[src/rtl/prio_encoder_buf_pkg.sv]
// Shared definitions for the buffered priority encoder.
// Optional feature macro: ROUND_ROBIN_EN (rotating priority pointer).
package prio_enc_pkg;

   // Index width helper: never narrower than one bit, so N=1 still has a port.
   function automatic int clog2_min1(input int n);
      return (n <= 1) ? 1 : $clog2(n);
   endfunction

   // Value driven on out_idx after reset.
   localparam int RESET_IDX = 0;

endpackage

[src/rtl/prio_encoder_buf_sel.sv]
// Combinational priority pick over a mask.
// The search starts at 'start' and descends with wrap-around.
// Fixed priority is obtained by tying start to N-1.
module prio_sel
   import prio_enc_pkg::*;
#(
   parameter int N     = 8,
   parameter int IDX_W = clog2_min1(N)
) (
   input  logic [N-1:0]     mask,
   input  logic [IDX_W-1:0] start,
   output logic [IDX_W-1:0] idx,
   output logic             any
);

   logic [2*N-1:0] dbl;
   int             found;

   assign dbl = {mask, mask};

   // Window dbl[N+start : start+1] is the mask rotated so that bit 'start'
   // sits on top; the highest set bit in it is the winner, folded back mod N.
   always_comb begin
      found = 0;
      for (int j = 0; j < 2*N; j++) begin
         if (j <= N + int'(start) && j > int'(start) && dbl[j])
            found = j;
      end
      idx = (found >= N) ? IDX_W'(found - N) : IDX_W'(found);
      any = |mask;
   end

endmodule

[src/rtl/prio_encoder_buf.sv]
// Buffered priority encoder: request pulses accumulate in a pending mask and
// are handed out one index per cycle on a valid/ready port.
// Optional feature macro: ROUND_ROBIN_EN (rotating priority pointer).
module prio_encoder_buf
   import prio_enc_pkg::*;
#(
   parameter int N = 8,
   localparam int IDX_W = clog2_min1(N)
) (
   input  logic             clk,
   input  logic             rst,
   input  logic [N-1:0]     req_in,
   output logic [IDX_W-1:0] out_idx,
   output logic             out_valid,
   input  logic             out_ready,
   output logic [N-1:0]     pending,
   output logic             overflow
);

   logic [N-1:0]     pending_q, pending_d;
   logic [IDX_W-1:0] out_idx_q, out_idx_d;
   logic             out_valid_q, out_valid_d;
   logic             overflow_q, overflow_d;
   logic [N-1:0]     clr_mask;
   logic [IDX_W-1:0] sel_idx, start;
   logic             sel_any, load, grant;

`ifdef ROUND_ROBIN_EN
   logic [IDX_W-1:0] ptr_q, ptr_d;
   assign start = ptr_q;
`else
   assign start = IDX_W'(N - 1);
`endif

   prio_sel #(.N(N), .IDX_W(IDX_W)) u_sel (
      .mask  (pending_q),
      .start (start),
      .idx   (sel_idx),
      .any   (sel_any)
   );

   assign load  = !out_valid_q || out_ready;
   assign grant = load && sel_any;

   // Next-state: grant clears the chosen bit, new requests always set (set wins).
   always_comb begin
      clr_mask    = '0;
      out_idx_d   = out_idx_q;
      out_valid_d = out_valid_q;
      if (grant) clr_mask[sel_idx] = 1'b1;
      if (load) out_valid_d = sel_any;
      if (grant) out_idx_d = sel_idx;
      pending_d  = (pending_q & ~clr_mask) | req_in;
      overflow_d = |(req_in & pending_q & ~clr_mask);
`ifdef ROUND_ROBIN_EN
      ptr_d = ptr_q;
      if (grant) ptr_d = (sel_idx == '0) ? IDX_W'(N - 1) : sel_idx - 1'b1;
`endif
   end

   // State registers with synchronous reset overriding all inputs.
   always_ff @(posedge clk) begin
      if (rst) begin
         pending_q   <= '0;
         out_idx_q   <= IDX_W'(RESET_IDX);
         out_valid_q <= 1'b0;
         overflow_q  <= 1'b0;
      end else begin
         pending_q   <= pending_d;
         out_idx_q   <= out_idx_d;
         out_valid_q <= out_valid_d;
         overflow_q  <= overflow_d;
      end
   end

`ifdef ROUND_ROBIN_EN
   // Rotating priority pointer; starts at N-1 so the first grant matches fixed mode.
   always_ff @(posedge clk) begin
      if (rst) ptr_q <= IDX_W'(N - 1);
      else     ptr_q <= ptr_d;
   end
`endif

   assign out_idx   = out_idx_q;
   assign out_valid = out_valid_q;
   assign pending   = pending_q;
   assign overflow  = overflow_q;

endmodule

[config.mk]
export PLATFORM = sky130hd
export DESIGN_NAME = prio_encoder_buf
export DESIGN_NICKNAME = d
export VERILOG_FILES = /design/src/rtl/prio_encoder_buf_pkg.sv /design/src/rtl/prio_encoder_buf_sel.sv /design/src/rtl/prio_encoder_buf.sv
export SDC_FILE = /design/constraint.sdc
export NUM_CORES = 1
export LEC_CHECK = 0
export BUFFER_PORTS_ARGS = -buffer_cell sky130_fd_sc_hd__buf_2
export CAP_MARGIN = 30
export CORE_MARGIN = 10
export CORE_UTILIZATION = 41
export CTS_CLUSTER_SIZE = 14
export DETAILED_ROUTE_END_ITERATION = 12
export MAX_ROUTING_LAYER = met4
export PLACE_DENSITY = 0.71
export SLEW_MARGIN = 20
export SYNTH_ARGS = -nofsm -noshare
export SYNTH_HDL_FRONTEND = slang
export SYNTH_SLANG_ARGS = --single-unit
[constraint.sdc]
create_clock -name clk -period 1.4 [get_ports clk]
set_input_delay 0.14 -clock clk [delete_from_list [all_inputs] [get_ports clk]]
set_output_delay 0.14 -clock clk [all_outputs]
set_load 0.02 [all_outputs]
==> impl_metrics.env <==
export IMPL_critPathSlowestCell="a222oi_1"
export IMPL_antenna_cells=0
export IMPL_violations="setup timing"
export IMPL_fillerInstances=133
export IMPL_power_total_mw=0.928
export IMPL_ant_nets=0
export IMPL_worst_path_buf_inv=0
export IMPL_die_area_um2=3460
export IMPL_antenna_found_initial=0
export IMPL_path_cells="nor4_4, nand2_2, a222oi_1, a41oi_1"
export IMPL_yosysWarnings=0
export IMPL_clk_latency_ps=280
export IMPL_end_kind="register"
export IMPL_drc=0
export IMPL_cp_num_cells=4
export IMPL_grt_usage_pct=11.4
export IMPL_port_buffer_count=23
export IMPL_fmax_ghz=0.664
export IMPL_vdd_ir_drop_worst_mv=0.685
export IMPL_stdcell_area_um2=875
export IMPL_die_w_um=58.8
export IMPL_ys_seq_area_share_pct=42.2
export IMPL_wl_um=1930
export IMPL_hold_slack_ps=86.6
export IMPL_crit_fanout=5
export IMPL_hold_start="req_in[1]"
export IMPL_worst_pin_slew_ps=412
export IMPL_grt_pass1_vias=698
export IMPL_grt_overflow=0
export IMPL_start_util_pct=45.1
export IMPL_synth_top_cell_area_share_pct=42.2
export IMPL_final_max_slew_viol_count=0
export IMPL_setup_tns_ps=-106
export IMPL_vias=682
export IMPL_cts_tree="yes"
export IMPL_synth_avg_cell_area_um2=8.45
export IMPL_num_rows=13
export IMPL_cpLargestDelayFamily="compound AO/OA/AOI/OAI gates"
export IMPL_reg2reg_slack_ps=-110
export IMPL_reg2reg_depth=4
export IMPL_clk_pin_slew_ps=80
export IMPL_timing_final_crit_share_pct=108
export IMPL_cap_viol_max_count=0
export IMPL_cts_buffer_depth=2
export IMPL_htree_levels=1
export IMPL_fin_crit_ps=1510
export IMPL_synth_cell_area_um2=617
export IMPL_dp_worst_setup_slack_ps=-120
export IMPL_drtIter0Drc=19
export IMPL_cts_made_buffers=3
export IMPL_slew_headroom_pct=72.5
export IMPL_synth_distinct_cells=29
export IMPL_syn_to_final_growth_pct=41.8
export IMPL_core_um2=1370
export IMPL_startpoint="pending[6]"
export IMPL_power_density_nw_per_um2=1060
export IMPL_vias_per_cell=5.59
export IMPL_postCtsHoldBufs=0
export IMPL_drive_above_1_share_pct=47.7
export IMPL_crit_path_end="overflow"
export IMPL_placed_cells=116
export IMPL_holdCritPathClass="primary input to register"
export IMPL_cts_root_buf="clkbuf_4"
export IMPL_required_ps=1530
export IMPL_gp_congestion=0.887
export IMPL_fin_cells=122
export IMPL_synth_area_leaders="dfxtp_1 (42%), a21oi_1 (8.1%), nor2_1 (6.1%), nor4_4 (3.4%), o21ai_0 (3.2%)"
export IMPL_netlist_instances=73
export IMPL_start_kind="register"
export IMPL_critPathArrivalTime_ps=1640
export IMPL_placed_area_um2=806
export IMPL_criticalPathCategory="register to register"
export IMPL_p_leak_nw=0.407
export IMPL_r2r_end="overflow"
export IMPL_reg2reg_from="pending[6]"
export IMPL_dr_pass1_iters=4
export IMPL_yosys_area_top_type="dfxtp_1"
export IMPL_io_pins=24
export IMPL_die_h_um=58.8
export IMPL_ys_seq_elements=13
export IMPL_fin_util_pct=64.0
export IMPL_wl_per_cell_um=15.9
export IMPL_max_stage_delay_ps=430
export IMPL_grt_pass1_wl_um=3100
export IMPL_status="finished with violations"
export IMPL_final_nets=119
export IMPL_syn_nets=84
export IMPL_hpwl_um=1510
export IMPL_clock_sinks=13
export IMPL_finalClockSkew_ps=2.35
export IMPL_grt_max_degree=14
export IMPL_final_hold_viol_count=0
export IMPL_rsz0062_at_grt="yes"
export IMPL_finalSetupViolCount=1
export IMPL_finalWorstSetupSlack_ps=-106
## cell families after synthesis
| group | after synthesis | share of synthesized area (%) |
|---|---|---|
| AO/OA/AOI/OAI | 26 | 27.6 |
| buffers and inverters | 8 | 6.29 |
| flip-flops | 13 | 42.2 |
| AND/OR/NAND/NOR | 26 | 23.9 |
## layout by cell type, fill, tap and decap left out, types with 2 or more instances in the layout
master,instances
dfxtp_1,9
nor4_2,2
a21oi_1,9
buf_4,10
nor2_1,10
buf_2,23
nand2b_1,2
a31oi_1,2
o211ai_1,2
o21ai_0,4
dfxtp_2,4
clkbuf_4,3
inv_1,5
nand2_1,2
## worst min-delay path by stage
stage	to	slack [ps]	depth (start not counted)
final	pending[1]	90	3
after global placement	pending[1]	360	3
after global routing	pending[5]	90	3
after detailed placement	pending[5]	370	3
after CTS	pending[1]	90	3
after floorplan	out_idx[0]	210	1
## synth_stat cells
cell type  instances
dfxtp_1           13
a21oi_1           10
nor2_1            10
inv_1              5
o21ai_0            4
nand2b_1           3
a311oi_1           2
a31oi_1            2
nand2_1            2
nor4_1             2
o211ai_1           2
a21boi_0           1
a222oi_1           1
a32o_1             1
a41oi_1            1
and2_1             1
and3_2             1
buf_6              1
clkbuf_1           1
clkbuf_2           1
nand2_2            1
nand3_1            1
nand3b_1           1
nor2b_1            1
nor3_1             1
nor4_4             1
o21bai_1           1
o311a_2            1
or2_2              1
## per-layer routing
layer	wire [µm]	global-route usage [%]	up-vias
met2	992	20.3	20
met3	105	3.00	4
met4	27	4.92	0
met5	0	-	-
met1	809	11.3	324
li1	-	-	334
## cell type report
| class | count | area, µm² | area share [%] |
|---|---|---|---|
| Multi-Input combinational cell | 52 | 355 | 40.6 |
| Clock buffer | 4 | 26.3 | 3.00 |
| Timing Repair Buffer | 33 | 190 | 21.7 |
| Tap cell | 15 | 18.8 | 2.15 |
| Inverter | 5 | 18.8 | 2.15 |
| Sequential cell | 13 | 265 | 30.3 |
## sequential cells by signal (all words and copies together) (netlist names)
register,count
out_idx,3
out_valid,1
overflow,1
pending,8
## worst register-to-register path, stage by stage (launching register included)
cell	delay [ps]
dfxtp_2	360
nor4_4	290
nand2_2	90
a222oi_1	430
a41oi_1	200
## timing repair
item,in CTS,in global routing
gates resized for setup,7,0
buffers inserted,2,0
setup endpoints to repair,1,1
cloned,0,0
pin swaps,3,4
## power by group
part           internal (mW)  leakage (nW)  switching [mW]  total (mW)
clock network          0.111        0.0150           0.124       0.234
logic                  0.113         0.283           0.143       0.256
registers              0.403         0.110          0.0336       0.437
total                  0.627         0.407           0.300       0.928
No activity file was read; power rests on OpenSTA's default activity.
